## config.mk

```make
export PLATFORM = sky130hd
export DESIGN_NAME = priority_decoder
export DESIGN_NICKNAME = d
export VERILOG_FILES = /design/src/rtl/priority_decoder_pkg.sv /design/src/rtl/pd_fifo.sv /design/src/rtl/priority_decoder.sv
export SDC_FILE = /design/constraint.sdc
export NUM_CORES = 1
export LEC_CHECK = 0
export ABC_AREA = 1
export BUFFER_PORTS_ARGS = -buffer_cell sky130_fd_sc_hd__buf_2
export CAP_MARGIN = 10
export CELL_PAD_IN_SITES_DETAIL_PLACEMENT = 0
export CELL_PAD_IN_SITES_GLOBAL_PLACEMENT = 2
export CORE_ASPECT_RATIO = 1.75
export CORE_MARGIN = 2
export CORE_UTILIZATION = 33
export DETAILED_ROUTE_END_ITERATION = 6
export PLACE_DENSITY = 0.85
export SKIP_CTS_REPAIR_TIMING = 1
export SYNTH_ARGS = -nofsm -noshare
export SYNTH_HDL_FRONTEND = slang
export SYNTH_SLANG_ARGS = --single-unit
```

## constraint.sdc

```tcl
create_clock -name clk_in -period 2.02 [get_ports clk_in]
set_input_delay 0.303 -clock clk_in [delete_from_list [all_inputs] [get_ports clk_in]]
set_output_delay 0.303 -clock clk_in [all_outputs]
set_load 0.05 [all_outputs]
```

## src/rtl/priority_decoder_pkg.sv

```systemverilog
// Shared definitions for the priority decoder: code/output widths, FSM states
// and the code-to-line decode.
package priority_decoder_pkg;

    localparam int CODE_W = 2;
    localparam int OUT_W  = 4;

    typedef enum logic [1:0] {
        IDLE  = 2'd0,
        DRIVE = 2'd1,
        GAP   = 2'd2
    } state_e;

    function automatic logic [OUT_W-1:0] decode_onehot(input logic [CODE_W-1:0] code);
        decode_onehot = OUT_W'(1) << code;
    endfunction

endpackage

```

## src/rtl/pd_fifo.sv

```systemverilog
// Code queue for the priority decoder: power-of-two depth, wrapping pointers,
// occupancy count, first-word-fall-through read data.
module pd_fifo #(
    parameter int DEPTH  = 4,
    parameter int CODE_W = 2
) (
    input  logic                     clk_in,
    input  logic                     rst_in,
    input  logic                     push,
    input  logic [CODE_W-1:0]        push_data,
    input  logic                     pop,
    output logic [CODE_W-1:0]        pop_data,
    output logic                     full,
    output logic                     empty,
    output logic [$clog2(DEPTH):0]   count
);

    localparam int PTR_W = $clog2(DEPTH);
    localparam int CNT_W = PTR_W + 1;

    logic [CODE_W-1:0] mem_q [DEPTH];
    logic [PTR_W-1:0]  wr_ptr_q, wr_ptr_d;
    logic [PTR_W-1:0]  rd_ptr_q, rd_ptr_d;
    logic [CNT_W-1:0]  count_q, count_d;
    logic              do_push, do_pop;

    assign full     = (count_q == CNT_W'(DEPTH));
    assign empty    = (count_q == '0);
    assign count    = count_q;
    assign pop_data = mem_q[rd_ptr_q];

    // NOTE: every variable gets a default before any branch so no latch is inferred.
    always_comb begin
        do_push  = push && !full;
        do_pop   = pop && !empty;
        wr_ptr_d = wr_ptr_q;
        rd_ptr_d = rd_ptr_q;
        count_d  = count_q;
        // Pointer width equals log2(DEPTH), so the increment wraps modulo DEPTH.
        if (do_push) wr_ptr_d = wr_ptr_q + PTR_W'(1);
        if (do_pop)  rd_ptr_d = rd_ptr_q + PTR_W'(1);
        unique case ({do_push, do_pop})
            2'b10:   count_d = count_q + CNT_W'(1);
            2'b01:   count_d = count_q - CNT_W'(1);
            default: count_d = count_q;
        endcase
    end

    // NOTE: sequential state uses non-blocking assignments so all flops update together.
    always_ff @(posedge clk_in) begin
        if (rst_in) begin
            wr_ptr_q <= '0;
            rd_ptr_q <= '0;
            count_q  <= '0;
        end else begin
            wr_ptr_q <= wr_ptr_d;
            rd_ptr_q <= rd_ptr_d;
            count_q  <= count_d;
        end
    end

    // NOTE: storage is not reset; the count alone decides which entries are valid.
    always_ff @(posedge clk_in) begin
        if (do_push) mem_q[wr_ptr_q] <= push_data;
    end

endmodule

```

## src/rtl/priority_decoder.sv

```systemverilog
// Queued priority decoder: accepts 2-bit codes into a FIFO and drives them one at
// a time as registered one-hot lines, holding each until acknowledged.
module priority_decoder
    import priority_decoder_pkg::*;
#(
    parameter int DEPTH  = 4,
    parameter int GAP_EN = 1
) (
    input  logic                     clk_in,
    input  logic                     rst_in,
    input  logic [CODE_W-1:0]        code_in,
    input  logic                     valid_in,
    output logic                     ready_out,
    input  logic                     ack_in,
    output logic                     o1_out,
    output logic                     o2_out,
    output logic                     o3_out,
    output logic                     o4_out,
    output logic                     busy_out,
    output logic [$clog2(DEPTH):0]   count_out
);

    logic                 fifo_full, fifo_empty, fifo_push, fifo_pop;
    logic [CODE_W-1:0]    fifo_data;

    state_e               state_q, state_d;
    logic [OUT_W-1:0]     onehot_q, onehot_d;
    logic                 busy_q, busy_d;
    logic                 avail_q, avail_d;

    assign ready_out = !rst_in && !fifo_full;
    assign fifo_push = valid_in && ready_out;

    pd_fifo #(
        .DEPTH  (DEPTH),
        .CODE_W (CODE_W)
    ) u_fifo (
        .clk_in    (clk_in),
        .rst_in    (rst_in),
        .push      (fifo_push),
        .push_data (code_in),
        .pop       (fifo_pop),
        .pop_data  (fifo_data),
        .full      (fifo_full),
        .empty     (fifo_empty),
        .count     (count_out)
    );

    // avail_q lags the queue by one cycle, giving the two-edge accept-to-drive latency;
    // it is never set in a cycle that pops, so it cannot point at an empty queue.
    always_comb begin
        state_d  = state_q;
        onehot_d = onehot_q;
        busy_d   = busy_q;
        fifo_pop = 1'b0;
        unique case (state_q)
            IDLE: begin
                if (avail_q) begin
                    fifo_pop = 1'b1;
                    onehot_d = decode_onehot(fifo_data);
                    busy_d   = 1'b1;
                    state_d  = DRIVE;
                end
            end
            DRIVE: begin
                if (ack_in) begin
                    onehot_d = '0;
                    busy_d   = 1'b0;
                    state_d  = (GAP_EN != 0) ? GAP : IDLE;
                end
            end
            GAP: begin
                state_d = IDLE;
            end
            default: begin
                onehot_d = '0;
                busy_d   = 1'b0;
                state_d  = IDLE;
            end
        endcase
        avail_d = !fifo_empty && !fifo_pop;
    end

    always_ff @(posedge clk_in) begin
        if (rst_in) begin
            state_q  <= IDLE;
            onehot_q <= '0;
            busy_q   <= 1'b0;
            avail_q  <= 1'b0;
        end else begin
            state_q  <= state_d;
            onehot_q <= onehot_d;
            busy_q   <= busy_d;
            avail_q  <= avail_d;
        end
    end

    assign o1_out   = onehot_q[0];
    assign o2_out   = onehot_q[1];
    assign o3_out   = onehot_q[2];
    assign o4_out   = onehot_q[3];
    assign busy_out = busy_q;

endmodule
```

# ---- Word-level counts from Yosys, hierarchy flattened
# Memory sizes are Yosys's and may differ from the RTL's. A register that Yosys moved wholly into a read port is not among the register bits.
# Index checks and enable logic that the tools add are counted.
dict set report classes {
  add_sub_neg 4
  n_eq_ne 7
  shifts 1
  n_mux 16
  n_bitwise 1
  n_reduce_logical 14
}
# op count
set op_table {}
lappend op_table {{case mux 4 bit (3 select lines)} 1}
lappend op_table {{two-way mux 2 bit} 4}
lappend op_table {{two-way mux 4 bit} 2}
lappend op_table {{two-way mux 1 bit} 6}
lappend op_table {{case mux 3 bit (2 select lines)} 1}
lappend op_table {{logical AND 1 bit} 5}
lappend op_table {{adder 2 x 1 -> 2 bit (second input constant)} 2}
lappend op_table {{equality test 2 x 1 -> 1 bit (second input constant)} 2}
lappend op_table {{equality test 2 bit (second input constant)} 2}
lappend op_table {{logical NOT 1 bit} 4}
lappend op_table {{!= test 2 bit (second input constant)} 2}
lappend op_table {{case mux 2 bit (2 select lines)} 1}
lappend op_table {{left shift 1 x 2 -> 4 bit (first input constant)} 1}
lappend op_table {{adder 3 x 1 -> 3 bit (second input constant)} 1}
lappend op_table {{equality test 3 bit (second input constant)} 1}
lappend op_table {{logical NOT 3 bit} 1}
lappend op_table {{case mux 1 bit (3 select lines)} 1}
lappend op_table {{AND reduction 3 bit} 1}
lappend op_table {{subtractor 3 x 1 -> 3 bit (second input constant)} 1}
lappend op_table {{logical NOT 2 bit} 1}
lappend op_table {{AND reduction 2 bit} 1}
lappend op_table {{nonzero test 2 bit} 1}
lappend op_table {{NOT 1 bit} 1}
dict set report word_totals {
  reg_bits 15
  ramBits 8
  output_inout_bits 9
  elab_cells 51
  n_memories 1
}
# name words width rd rd_ports_with_merged_regs wr line_no
set mem_list {}
lappend mem_list {u_fifo.mem_q 4 2 1 1 1 pd_fifo.sv:21} ;# logic [CODE_W-1:0] mem_q [DEPTH];

# ---- Depth between registers and ports, before layout
# Gate-level depths: netlist of the first run.
dict set report logic_depth {
  depth_word 7
  depth_mapped 11
}

# ---- Modules after synthesis
# From an unflattened synthesis of the first run, not the netlist that was laid out.
dict set report unflattened {
  hier_cells 143
  hier_area_um2 1207.4
}
# module n_inst cells_per_inst area_each_um2
set by_module_without_submodules {}
lappend by_module_without_submodules {pd_fifo 1 90 809.5}
lappend by_module_without_submodules {priority_decoder 1 53 397.9}

# ---- Worst setup path after synthesis of the first run
# OpenSTA, ideal clock, no wires.
dict set report synth_timing {
  path_type {flip-flop to flip-flop}
  start {register u_fifo.count_q[2], in the netlist u_fifo.count[2]}
  end {register u_fifo.count_q[2], in the netlist u_fifo.count[2]}
  arrival_ps 1929
  required_ps 1907
  path_slack_ps -22
  path_stages_with_launch 10
  n_path_buf 0
  cell_sequence {dfxtp_1 -> nand3_2 -> nand3_4 -> ha_1 -> inv_1 -> fa_1 -> a21oi_1 -> o21ai_0 -> nor2_1 -> nor2_1}
}
dict set report synth_between {
  elab_chain_cells 7
}
# item line_no
set synth_lines {}
lappend synth_lines {{start, declared} pd_fifo.sv:24} ;# logic [CNT_W-1:0] count_q, count_d;
lappend synth_lines {{start signal, assigned} pd_fifo.sv:58} ;# count_q <= count_d;
lappend synth_lines {{equality test 3 bit} pd_fifo.sv:27} ;# assign full = (count_q == CNT_W'(DEPTH));
lappend synth_lines {{logical NOT 1 bit} {pd_fifo.sv:34, priority_decoder.sv:31}}
lappend synth_lines {{logical AND 1 bit} priority_decoder.sv:31} ;# assign ready_out = !rst_in && !fifo_full;
lappend synth_lines {{logical AND 1 bit} priority_decoder.sv:32} ;# assign fifo_push = valid_in && ready_out;
lappend synth_lines {{logical AND 1 bit} pd_fifo.sv:34} ;# do_push = push && !full;
lappend synth_lines {{equality test 2 x 1 -> 1 bit / equality test 2 bit (equally long branches)} pd_fifo.sv:42} ;# unique case ({do_push, do_pop})
lappend synth_lines {{case mux 3 bit (2 select lines) / nonzero test 2 bit (equally long branches)} -}
# Several ways; a longest one is shown, not always the timed one.
# A chain may end at the register's enable or synchronous reset.

# ---- Final worst setup path of the first run
dict set report layout_timing {
  start {register state_q[0]}
  end {register u_fifo.count_q[2], in the netlist u_fifo.count[2]}
}
dict set report layout_between {
  elab_chain_cells 5
}
# item line_no
set layout_lines {}
lappend layout_lines {{start, declared} priority_decoder.sv:26} ;# state_e state_q, state_d;
lappend layout_lines {{start signal, assigned} priority_decoder.sv:91} ;# state_q <= state_d;
lappend layout_lines {{logical NOT 2 bit *} priority_decoder.sv:56} ;# unique case (state_q)
lappend layout_lines {{two-way mux 1 bit *} priority_decoder.sv:56}
lappend layout_lines {{logical AND 1 bit *} pd_fifo.sv:35} ;# do_pop = pop && !empty;
lappend layout_lines {{via u_fifo.do_pop} pd_fifo.sv:25} ;# logic do_push, do_pop;
lappend layout_lines {{equality test 2 x 1 -> 1 bit / equality test 2 bit (equally long branches)} pd_fifo.sv:42}
lappend layout_lines {{case mux 3 bit (2 select lines) / nonzero test 2 bit (equally long branches)} -}
# The timed path passes the listed nets; every way through them passes the cells marked *.

==> results of run 1 <==
## worst max-delay path, delay by kind of cell (launching register included)
kind | cells | cell delay [ns]
flops | 1 | 0.32
buf+inv | 2 | 0.16
simple gates | 5 | 0.41
fa+ha+maj | 2 | 0.51
compound gates | 2 | 0.25
## routing by layer
layer / global-route usage (%) / wire (µm) / vias to the layer above
met5: 0 / 0 / -
met4: 10.86 / 90 / 0
met3: 1.636 / 62 / 8
met2: 23.56 / 1194 / 18
met1: 11.78 / 711 / 391
li1: - / - / 465
## worst max path at each step
stage / to / slack, ns / cells past startpoint / startpoint
after CTS: u_fifo.count[2] / 0.18 / 11 / u_fifo.count[0]
after global routing: u_fifo.count[2] / 0.01 / 11 / state_q[1]
after floorplan: u_fifo.count[2] / 0.01 / 9 / u_fifo.count[0]
after detailed placement: u_fifo.count[2] / 0.20 / 10 / u_fifo.count[0]
after global placement: u_fifo.count[2] / 0.23 / 10 / u_fifo.count[0]
final: u_fifo.count[2] / 0.30 / 11 / state_q[0]
## state kept, by name, summed over array words and instances (netlist names), named ones only
signal / flops
u_fifo.mem_q: 8
onehot_q: 4
u_fifo.count: 3
state_q: 2
u_fifo.rd_ptr_q: 2
u_fifo.wr_ptr_q: 2
avail_q: 1
busy_out: 1
## area by class of cell
| type | instances | area (µm²) |
|---|---|---|
| flip-flops and latches | 25 | 584.3 |
| well taps | 45 | 56.30 |
| repair buffers | 18 | 100.1 |
| multi-input cells | 84 | 496.7 |
| fillers | 360 | 2006 |
| inverters | 20 | 75.07 |
| clock buffers | 4 | 45.04 |
## power by group through the flow
stage / Clock (mW) / Combinational, mW / Sequential (mW)
after floorplan: 0 / 0.129 / 0.632
after global placement: 0 / 0.227 / 0.587
after detailed placement: 0 / 0.231 / 0.588
after CTS: 0.286 / 0.232 / 0.577
after global routing: 0.311 / 0.263 / 0.583
final: 0.275 / 0.232 / 0.578
## logic make-up after synthesis
logic type	share of synthesized area, %
compound gates	10.88
xor+xnor	0.7618
fa+ha+maj	7.182
buf+inv	6.855
flops	50.49
simple gates	23.83
## synthesized netlist by cell type (all sizes together)
library cell,count,area share (%)
nand2,30,10
nand3,12,7.8
ha,5,5.4
nor3,2,1.8
fa,1,1.7
edfxtp,8,21
dfxtp,17,30
nand3b,1,0.65
a21oi,14,6.4
o21ai,9,3.9
clkbuf,1,0.33
nor4,1,0.54
a31oi,1,0.54
clkinv,1,0.33
xor2,1,0.76
inv,19,6.2
nor2,7,2.9
## through the flow
stage / power, mW / hold slack [ns]
after detailed placement: 0.8196 / 0.4570
after global placement: 0.8148 / 0.4516
final: 1.085 / 0.2677
after floorplan: 0.7610 / 0.4019
after CTS: 1.096 / 0.2598
after global routing: 1.157 / 0.2657
==> results.txt, run 1 <==
- Portion of the post-synthesis area used by sequential elements: 50.49%
* Horizontal die dimension: 48.62 µm
- Vias after detailed routing: 882
* NumNets Final: 164
* Number of H-tree levels: 1
- Arrival time of data at the critical path endpoint: 1.91 ns
- Summed negative setup slack over all endpoints: 0 ns
- Gate power share: 21.4%
- At the pin with the least slew margin, the transition time is 0.2517 ns.
- Counting flops and latches in the post-synthesis netlist gives 25.
- Summed instance area of the synthesized netlist: 0.001150 mm²
- The worst path needs 1.720 ns of the cycle, external delays included.
- The hold violation count in the final report was 0.
* Hold/Removal Path Class: in2reg
- Drt drc: 0
- The worst hold path begins at code_in[0].
- Synthesized Nets: 142
- Area enclosed by the die boundary: 0.003991 mm²
- Routability-driven placement finished with a final weighted congestion of 0.8060.
* Fraction of power consumed by the clock network: 25.3%
- Counting instances, the worst hold path has a depth of 1.
* Layout cell share with drive strength beyond 1: 25.17%
- Pin count of the biggest net entering global routing: 14
* Cell at the slowest stage of the critical path: fa_1
- Power spread over the standard cell area amounts to 799.1 mW/mm².
- The clock reaches the later pin of the worst-skew pair after 0.26 ns.
- Most repeated library cell on the critical path: nand2_1
* Detailed Place HPWL: 1689 µm
* Internal Pwr Total: 0.7632 mW
- CP Max Fanout: 5
* Worst R2R Path Depth: 11
* Number of buffers created by CTS: 3
- Max Fclk: 0.5813 GHz
* Slowest Stage Delay on Critical Path: 0.37 ns
* Number of placed cells counting well taps: 190
* Count of pins on the block boundary: 15
* Core area: 0.003363 mm²
- Of the total power, registers draw 53.3%.
* Total of endpoints with negative setup slack in the final report: 0
- In this run the deepest clock path goes through 2 buffers.
- Antenna diode count: 0
- The final critical path takes up 85.16% of the cycle.
- Clock transition at the registers of the reported paths: 0.08 ns
- In this run the tightest slew margin relative to its limit is 83.34%.
- Worst voltage drop across the vdd grid: 0.4403 mV
- The run finished with clean final reports.
- The critical path goes through clkinv_1, nand3_4, nor2_4, ha_1, inv_1, fa_1, a21oi_1, o21ai_0, nand2_1, nand2_1, nor2_1.
- Utilization after layout: 40.36%
- From synthesis to final layout, the design area changed by 18.06%.
- By startpoint and endpoint, the worst setup path is classified as reg2reg.
- The via count of the first global-routing pass is 881.
- Most used cells in the layout excluding fill and tap cells: nand2_1 (29), dfxtp_1 (14), buf_2 (14), inv_1 (13), a21oi_1 (13)
- DRT Pass-1 Iters: 4
- Post-place setup slack: 0.2030 ns
* Via density per instance: 4.500
- Routed length per placed instance: 10.51 µm
* Max Clock Skew: 0.006727 ns
- During placement, the flow inserted port buffers numbering 14.
- Non-Filler Instances: 196
- Yosys warnings: 0
* Static leakage: 0.5748 nW
* Starting DRT DRC Count: 6
- Leaving out fill and tap cells, the most frequent cell in the layout is nand2_1.
- Initial cell density of the core: 34.19%
- The floorplan has 28 rows.
- Hold Path Sink: u_fifo.mem_q[2][0]
- In this run switching power makes up 29.65% of total power.
* Netlist cell types: 25
- Setup slack of the most critical reg-to-reg path: 0.30 ns
- The worst setup path is captured at a flop.
* Worst Setup Slack, final: 0.2997 ns
- Cell Area, Placed: 0.001295 mm²
- Die height: 82.09 µm
- The count of nets left with antenna violations once routing finished came out at 0.
* R2R Path Start: state_q[0]
- CTS sink cnt: 25
- Endpoint of the most critical register-to-register path: u_fifo.count[2]
- Unrepaired setup endpoints after global routing: false
- Number of antenna violations at the first check in global routing: 0
- Total track usage: 12.50%
- Required time at the worst-slack endpoint: 2.21 ns
* Clock tree from TritonCTS: done
- Cell count after synthesis: 130
- A synthesized cell averages 8.845 µm².
- Final design area excluding fillers: 0.001358 mm²
* Net Switching: 0.3216 mW
- The tool flagged a number of max-cap violations equal to 0.
- The worst setup path is launched from a flop.
- Summed over all layers, the global routing overflow is 0.
* Wire length of the first global-routing pass: 3732 µm
- Max-slew violation total from the final report: 0
- After detailed routing, the total wire length is 2059 µm.
- Root buf cell: clkbuf_8
(Power assumes the default switching activity.)
==> inputs of run 2 (changes only) <==
--- a/config.mk
+++ b/config.mk
@@ -7,15 +7,15 @@
 export LEC_CHECK = 0
 export ABC_AREA = 1
 export BUFFER_PORTS_ARGS = -buffer_cell sky130_fd_sc_hd__buf_2
-export CAP_MARGIN = 10
 export CELL_PAD_IN_SITES_DETAIL_PLACEMENT = 0
 export CELL_PAD_IN_SITES_GLOBAL_PLACEMENT = 2
 export CORE_ASPECT_RATIO = 1.75
 export CORE_MARGIN = 2
 export CORE_UTILIZATION = 33
 export DETAILED_ROUTE_END_ITERATION = 6
-export PLACE_DENSITY = 0.85
+export PLACE_DENSITY = 0.86
 export SKIP_CTS_REPAIR_TIMING = 1
 export SYNTH_ARGS = -nofsm -noshare
 export SYNTH_HDL_FRONTEND = slang
+export SYNTH_HIERARCHICAL = 1
 export SYNTH_SLANG_ARGS = --single-unit
==> constraint.sdc (replaced) <==
create_clock -name clk_in -period 1.6 [get_ports clk_in]
set_input_delay 0.24 -clock clk_in [delete_from_list [all_inputs] [get_ports clk_in]]
set_output_delay 0.24 -clock clk_in [all_outputs]
set_load 0.05 [all_outputs]
==> run 2 against run 1 <==
The run now ends with setup timing left. Design area increased by 17%. First-iteration DRC count increased by 120%. Worst setup slack got worse by 0.40 ns. Via count increased by 12%. Clock skew about the same. Combinational power increased by 120%.
==> results.txt, run 2 <==
- The post-synthesis cell type count came to 26 (+4.0%).
* WHS: 0.1986 ns (-0.06907 ns)
- The worst hold path begins at code_in[0].
- The cell leakage power came to 0.7169 nW (+25%).
- Vias after detailed routing: 987 (+12%)
* EDFF count, synth: 8 (unchanged)
- The worst setup path is of the reg2reg kind.
- The sequential share of power was 45.9% (-7.4 points).
- Starting DRT DRC Count: 13 (+7)
- u_fifo/mem_q holds more flip-flops than any other register.
* Startpoint of the worst setup timing path: u_fifo/count[1]
- Walking the worst path, the cells encountered are nor2_4, nand2_4, inv_4, nor3b_4, nand2_4, ha_4, inv_2, fa_2, a21oi_2.
* Hold violation count in the final report: 0 (unchanged)
* Die height: 84.02 µm (+2.4%)
* CTS sink cnt: 25 (unchanged)
- Via density per instance: 4.348 (-3.4%)
* Setup crit start kind: flop
- The fraction of power spent switching nets was 33.43% (+3.8 points).
* R2R Path Start: u_fifo/count[1]
- Max-slew violation total from the final report: 0 (unchanged)
- Fraction of registers with async set or reset after synthesis: 0% (unchanged)
- The number of flip-flops in the largest register was 8 (unchanged).
- The reg-to-reg setup timing slack is -0.10 ns (-0.40 ns).
* Antenna diode count: 0 (unchanged)
- Worst relative slew slack: 81.08% (-2.3 points)
* Net Switching: 0.5421 mW (+69%)
- The number of core rows came to 29 (+3.6%).
- Antenna viol nets, final: 0 (unchanged)
* DRT Pass-1 Iters: 4 (unchanged)
- Top-area cell type share of the netlist area: 28.19% (-1.4 points)
- Weighted congestion at the end of routability-driven global placement: 0.7670 (-4.8%)
- Summed instance area of the synthesized netlist: 0.001207 mm² (+5.0%)
* Detailed Place HPWL: 1858 µm (+10%)
* Area fraction in compound gates after synthesis: 8.290% (-2.6 points)
* Root buf cell: clkbuf_8
- Sum of overflow across all layers after global routing: 0 (unchanged)
* Synth top area cells: dfxtp_1 (28%), edfxtp_1 (20%), inv_1 (7.8%)
- The number of port buffers came to 14 (unchanged).
- The maximum fanout encountered on the critical timing path was 3 (-2).
- Main combinational cell family by area after synthesis: simple AND/OR/NAND/NOR gates
- The clock latency reported for the late side of the worst-skew pair is 0.27 ns (about the same).
* Hold Path Sink: u_fifo/mem_q[1][0]
- Setup repair after global routing could not meet its margin everywhere.
* Design Power: 1.621 mW (+49%)
* Sum of routed wire length over all layers: 2298 µm (+12%)
* Post-place setup slack: -0.1126 ns (-0.3156 ns)
- The clock-pin slew of the registers on the worst-case setup and hold paths came to 0.08 ns (about the same).
- Among all flip-flop cells after synthesis, the most frequent one is dfxtp_1.
- Status: complete, but fails checks
- Leaving out fill and tap cells, the most frequent cells in the layout are inv_1 (23), buf_4 (22), nor2_1 (19), nand2_1 (17), dfxtp_1 (14).
- The number of nets in the layout was 194 (+18%).
* Pin count of the biggest net entering global routing: 14 (unchanged)
- Drt drc: 0 (unchanged)
- The count of non-filler cells in the finished layout came to 227 (+16%).
- Worst voltage drop across the vdd grid: 0.5150 mV (+17%)
- Number of H-tree levels: 1 (unchanged)
- Synthesized Nets: 155 (+9.2%)
* Horizontal die dimension: 49.73 µm (+2.3%)
- Endpoint of the most critical register-to-register path: u_fifo/count[1]
- Required time at the worst-slack endpoint: 1.80 ns (-0.41 ns)
- Synth-to-Final Area Change: 31.30%
- Number of violations of the max-capacitance limit: 0 (unchanged)
* Post-synthesis simple-gate area fraction: 27.15% (+3.3 points)
- Delay-heaviest family, CP: adder cells
- Areal power density over the cells: 1023 mW/mm² (+28%)
* Type of destination of the critical path: flop
- The ratio of cells with drive above 1 in the final layout came to 38.12% (+13 points).
* Routed length per placed instance: 10.12 µm (-3.6%)
- The cell area after placement came to 0.001496 mm² (+16%).
* Fraction of the cycle the final worst path needs: 106.3% (+21 points)
- The slowest stage of the critical path is the fa_2 cell.
* Max Fclk: 0.5880 GHz (+1.2%)
- The clock period minus worst slack was 1.701 ns (-0.01965 ns).
- Clock tree from TritonCTS: done
* Worst hold path depth: 1 (unchanged)
- The portion of the post-synthesis area used by sequential elements came to 48.08% (-2.4 points).
- Number of stages on the worst setup path: 9 (-2)
* Initial cell density of the core: 33.95% (-0.23 points)
- The area share of fa/ha/maj cells after synthesis was 6.839% (-0.34 points).
- The worst setup skew after layout is 0.006494 ns (-0.0002326 ns).
* Count of pins on the block boundary: 15 (unchanged)
- The number of antenna violations at the first check in global routing is 0 (unchanged).
- Worst path buffer plus inverter count: 2 (unchanged)
* Maximum buffer depth of the clock tree: 2 (unchanged)
- Vias in the first global route: 995 (+13%)
- Most common cell after layout, fill and taps aside: inv_1
* Worst R2R Path Depth: 9 (-2)
- The most common cell in the synthesized netlist is inv_1.
* Syn_area_per_cell: 8.443 µm² (-4.5%)
- The global-route usage over all layers came to 12.69% (+0.19 points).
- The internal power was 1.079 mW (+41%).
- The count of yosys warnings during synthesis was 6 (+6).
- The final reports fail on setup timing.
- Hold/Removal Path Class: in2reg
* Wire length of the first global-routing pass: 4071 µm (+9.1%)
- The clock network fraction of design power came to 22.5% (-2.8 points).
- The area enclosed by the die boundary was 0.004178 mm² (+4.7%).
- The synthesized design spends more area on one cell type than any other, namely dfxtp_1.
- Worst Setup Slack, final: -0.1007 ns (-0.4003 ns)
- Core area: 0.003556 mm² (+5.7%)
* Xor and xnor fraction of the mapped netlist area: 0% (-0.76 points)
* Slowest Stage Delay on Critical Path: 0.43 ns (+0.06 ns)
- The share of power burned in combinational logic was 31.6% (+10 points).
- The worst-margin pin slew is 0.2838 ns (+0.03209 ns).
* Most repeated library cell on the critical path: nand2_4
* Final design area excluding fillers: 0.001585 mm² (+17%)
- Number of placed cells counting well taps: 219 (+15%)
- Arrival time of data at the critical path endpoint: 1.90 ns (about the same)
* Number of buffers created by CTS: 3 (unchanged)
* List of most frequent post-synthesis cells: inv_1 (25), nor2_1 (19), dfxtp_1 (17), nand2_1 (17)
- The setup-violating endpoint count in the final report came to 2 (+2).
- The portion of netlist area occupied by mux cells is 0% (unchanged).
- #FFs+latches synth: 25 (unchanged)
- The number of standard cells after synthesis came to 143 (+10%).
[run 2: through the flow]
| step | setup TNS, ns | utilization [%] |
|---|---|---|
| finish | -0.1387 | 44.58 |
| global route | -0.4212 | 44.58 |
| CTS | -0.2504 | 43.35 |
| detailed placement | -0.2131 | 42.08 |
| global placement | -0.1104 | 42.08 |
| floorplan | -0.3470 | - |
[run 2: power groups by stage]
stage,logic (mW),registers [mW],clock network [mW]
2_1_floorplan,0.234,0.862,0
3_3_place_gp,0.487,0.757,0
3_5_place_dp,0.493,0.761,0
4_1_cts,0.494,0.746,0.383
5_1_grt,0.566,0.752,0.412
6_report,0.512,0.744,0.365
[run 2: final cells by class]
cell class,instances,area [µm²]
Timing Repair Buffer,35,230.2
Sequential cell,25,591.8
Multi-Input combinational cell,87,545.5
Inverter,30,115.1
Tap cell,46,57.56
Fill cell,395,1971
Clock buffer,4,45.04
[run 2: how the worst max path moves through the flow]
stage                            endpoint  slack [ns]
after floorplan           u_fifo/count[1]       -0.18
after global placement    u_fifo/count[2]       -0.08
after detailed placement  u_fifo/count[2]       -0.11
after CTS                 u_fifo/count[2]       -0.13
after global routing      u_fifo/count[2]       -0.20
final                     u_fifo/count[1]       -0.10
[run 2: kinds of logic after synthesis]
family	after synthesis
and+or+nand+nor	63
buffers and inverters	31
adders and majority gates	6
DFF	25
AOI/OAI and AO/OA	18
[run 2: metal layers]
metal | share of wire [%] | track usage (%)
met1 | 37 | 12.10
met2 | 57 | 24.36
met3 | 3.2 | 2.151
met4 | 2.0 | 6.818
met5 | 0 | 0
==> inputs of run 3 (changes only) <==
--- a/config.mk
+++ b/config.mk
@@ -5,15 +5,15 @@
 export SDC_FILE = /design/constraint.sdc
 export NUM_CORES = 1
 export LEC_CHECK = 0
-export ABC_AREA = 1
 export BUFFER_PORTS_ARGS = -buffer_cell sky130_fd_sc_hd__buf_2
+export CAP_MARGIN = 20
 export CELL_PAD_IN_SITES_DETAIL_PLACEMENT = 0
 export CELL_PAD_IN_SITES_GLOBAL_PLACEMENT = 2
 export CORE_ASPECT_RATIO = 1.75
 export CORE_MARGIN = 2
-export CORE_UTILIZATION = 33
+export CORE_UTILIZATION = 35
 export DETAILED_ROUTE_END_ITERATION = 6
-export PLACE_DENSITY = 0.86
+export PLACE_DENSITY = 0.85
 export SKIP_CTS_REPAIR_TIMING = 1
 export SYNTH_ARGS = -nofsm -noshare
 export SYNTH_HDL_FRONTEND = slang
==> run 3 against run 2 <==
The run still ends with setup timing left. Critical path depth is 3 higher. Synthesized cell count is 31% lower. Die area down 14%. Worst setup slack got worse by 0.39 ns. Non-clock buffer count down 3. Via count fell by 20%. First-iteration DRC count fell by 69%. Synthesized area fell by 10%. Flip-flop and latch count stayed put. Register-to-register slack worse by 0.39 ns. Highest routed layer unchanged. Clock power decreased by 2%.
==> results.txt, run 3 <==
- Vias after detailed routing: 791 (-20%)
- Antenna diode count: 0 (unchanged)
- DRT Pass-1 Iters: 2 (-2)
- The worst setup skew after layout was 0.006250 ns (-0.0002444 ns).
- The residual antenna-violating net count after detailed routing is 0 (unchanged).
- Flip-flop count of the largest register after layout: 8 (unchanged)
* Worst R2R Path Depth: 12 (+3)
- The worst setup path is of the reg2reg kind.
- Wire length of the first global-routing pass: 3291 µm (-19%)
- Static leakage: 0.5819 nW (-19%)
* Largest reg by FF count: u_fifo/mem_q
- NumNets Final: 146 (-25%)
* Design Power: 1.320 mW (-19%)
- The synthesized design spends more area on one cell type than any other, namely dfxtp_1.
- Pin count of the biggest net entering global routing: 19 (+5)
- The hold violation count in the final report came to 0 (unchanged).
* Type of destination of the critical path: flop
* Fraction of registers with async set or reset after synthesis: 0% (unchanged)
- Hold Path Sink: u_fifo/mem_q[0][0]
* Max Fclk: 0.4785 GHz (-19%)
- Top-area cell type share of the netlist area: 31.41% (+3.2 points)
- Number of port buffers: 14 (unchanged)
- EDFF count, synth: 8 (unchanged)
- R2R Path Start: u_fifo/count[0]
- The floorplan core area came to 0.002928 mm² (-18%).
- Cell count after synthesis: 99 (-31%)
* Most common cell after layout, fill and taps aside: buf_4
* Sum of overflow across all layers after global routing: 0 (unchanged)
- The clock period minus worst slack was 2.090 ns (+0.3890 ns).
* Sum of routed wire length over all layers: 1969 µm (-14%)
- By instance count, the leading cell after synthesis is dfxtp_1.
- Count of pins on the block boundary: 15 (unchanged)
* Worst skew pair latency: 0.26 ns (about the same)
* Root buf cell: clkbuf_8
* Worst relative slew slack: 69.95% (-11 points)
* Syn_area_per_cell: 10.94 µm² (+30%)
* Total of endpoints with negative setup slack in the final report: 4 (+2)
- Slew @ Worst Pin: 0.4461 ns (+0.1623 ns)
- The initial detailed-routing violation count was 4 (-9).
- Via density per instance: 4.913 (+13%)
* Synthesized Nets: 111 (-28%)
- #FFs+latches synth: 25 (unchanged)
- The data required time of the worst path came to 1.80 ns (about the same).
- Synth-to-Final Area Change: 33.60%
- Areal power density over the cells: 911.7 mW/mm² (-11%)
- Setup crit start kind: flop
- The routability congestion estimate from global placement is 0.7952 (+3.7%).
* CP Max Fanout: 2 (-1)
* Number of buffers created by CTS: 3 (unchanged)
- The number of fill cells in the layout came to 270 (-32%).
- Setup slack of the most critical reg-to-reg path: -0.49 ns (-0.39 ns)
- The area used by multi-input combinational logic is 518.0 µm² (-5.0%).
- The worst setup margin was -0.4897 ns (-0.3890 ns).
- The starting density of the core was 37.01% (+3.1 points).
- Fraction of the cycle the final worst path needs: 130.6% (+24 points)
* Routed length per placed instance: 12.23 µm (+21%)
- Arrival time of data at the critical path endpoint: 2.29 ns (+0.39 ns)
- Layout cell share with drive strength beyond 1: 45.11% (+7.0 points)
* Number of H-tree levels: 1 (unchanged)
- Total track usage: 12.50% (-0.19 points)
- The portion of the post-synthesis area used by sequential elements was 53.58% (+5.5 points).
- Worst voltage drop across the vdd grid: 0.4290 mV (-17%)
- In the layout the commonest cells are buf_4 (17), buf_2 (13), dfxtp_1 (12), edfxtp_1 (8).
- Number of antenna violations at the first check in global routing: 0 (unchanged)
- Endpoint of the most critical register-to-register path: u_fifo/count[2]
* Hold/Removal Path Class: in2reg
* Status: complete, but fails checks
- Number of placed cells counting well taps: 153 (-30%)
- Die height: 77.61 µm (-7.6%)
* Violated checks: setup timing
- Max-slew violation total from the final report: 0 (unchanged)
- Setup repair after global routing could not meet its margin everywhere.
* Clock transition at the registers of the reported paths: 0.08 ns (about the same)
- Yosys warnings: 6 (unchanged)
- Vias in the first global route: 769 (-23%)
- Drt drc: 0 (unchanged)
- The worst hold path begins at code_in[0].
* Non-Filler Instances: 161 (-29%)
* Num rows: 26 (-10%)
* Worst hold path depth: 1 (unchanged)
- Ranked by total cell area, the synthesized netlist is headed by dfxtp_1 (31%), edfxtp_1 (22%), ha_1 (5.8%).
- List of most frequent post-synthesis cells: dfxtp_1 (17), edfxtp_1 (8), inv_1 (8), nor2_1 (8), a21oi_1 (7)
- Detailed Place HPWL: 1559 µm (-16%)
* Netlist cell types: 26 (unchanged)
* Area taken by flip-flops and latches: 594.3 µm² (+0.42%)
- The horizontal die dimension is 46.06 µm (-7.4%).
- Among all flip-flop cells after synthesis, the most frequent one is dfxtp_1.
* Clock tree from TritonCTS: done
* Number of violations of the max-capacitance limit: 0 (unchanged)
- The number of sinks handled by clock tree synthesis was 25 (unchanged).
- The area of the mapped netlist came to 0.001084 mm² (-10%).
- The worst-case clock buffer depth was 2 (unchanged).
- The area enclosed by the die boundary was 0.003574 mm² (-14%).
-- run 3: cell count changes in the layout (fill, tap and decap cells not counted), moves of 4 or more --
cell,change
nand2_2,-4
inv_1,-19
nand3_1,-4
nand2b_1,+5
buf_4,-5
nor2_2,-4
nand2_1,-13
and2_1,+4
nor2_1,-14
-- run 3: worst max path at each step --
stage	cells after the start	from	slack, ns	end
after global placement	12	u_fifo/count[1]	-0.52	u_fifo/count[2]
after detailed placement	12	u_fifo/count[1]	-0.57	u_fifo/count[2]
after CTS	12	u_fifo/count[1]	-0.60	u_fifo/count[2]
final	12	u_fifo/count[0]	-0.49	u_fifo/count[2]
after global routing	12	u_fifo/count[0]	-0.57	u_fifo/count[2]
after floorplan	12	u_fifo/count[2]	-0.77	u_fifo/count[2]
-- run 3: metal layers --
| metal | vias to the layer above | GRT usage [%] | part of all wire, % |
|---|---|---|---|
| met2 | 10 | 22.08 | 59 |
| met3 | 2 | 1.395 | 2.3 |
| met5 | - | 0 | 0 |
| met1 | 376 | 13.75 | 38 |
| li1 | 403 | - | - |
| met4 | 0 | 6.000 | 1.2 |
-- run 3: through the flow --
| step | instance area (µm²) | TNS [ns] | hold WS [ns] | setup slack (ns) | utilization [%] |
|---|---|---|---|---|---|
| 5_1_grt | 1448 | -1.599 | 0.1823 | -0.5737 | 49.44 |
| 3_3_place_gp | 1339 | -1.189 | 0.4485 | -0.5159 | 45.73 |
| 4_1_cts | 1385 | -1.393 | 0.1906 | -0.5998 | 47.31 |
| 2_1_floorplan | 1136 | -2.948 | 0.3389 | -0.7654 | - |
| 3_5_place_dp | 1339 | -1.283 | 0.4582 | -0.5734 | 45.73 |
| 6_report | 1448 | -0.9130 | 0.1972 | -0.4897 | 49.44 |
-- run 3: layout make-up --
cell class,instances,area share (%)
flip-flops and latches,25,41.05
multi-input cells,63,35.78
repair buffers,32,14.87
clock buffers,3,2.852
inverters,9,2.679
well taps,28,2.420
clock inverters,1,0.3457
-- run 3: kinds of logic after synthesis --
group / after synthesis / synth area share, %
xor+xnor: 3 / 2.425
simple gates: 36 / 18.82
buf+inv: 11 / 3.925
mux: 5 / 6.928
compound gates: 13 / 6.697
fa+ha+maj: 6 / 7.621
flops: 25 / 53.58
-- run 3: worst max-delay path, cell delays in order (launching register included) --
cell,delay [ns]
dfxtp_4,0.36
nor3b_4,0.25
nor2_4,0.06
and2_4,0.14
inv_4,0.06
nor2_4,0.04
inv_2,0.05
ha_4,0.12
inv_2,0.03
fa_2,0.32
xor2_1,0.15
or3_1,0.32
a21oi_2,0.11
-- run 3: power by group --
part | total (mW) | internal [mW] | switching (mW) | leakage [nW]
registers | 0.699 | 0.681 | 0.0176 | 0.214
clock network | 0.357 | 0.173 | 0.184 | 0.0255
logic | 0.264 | 0.111 | 0.152 | 0.343
total | 1.32 | 0.966 | 0.354 | 0.582
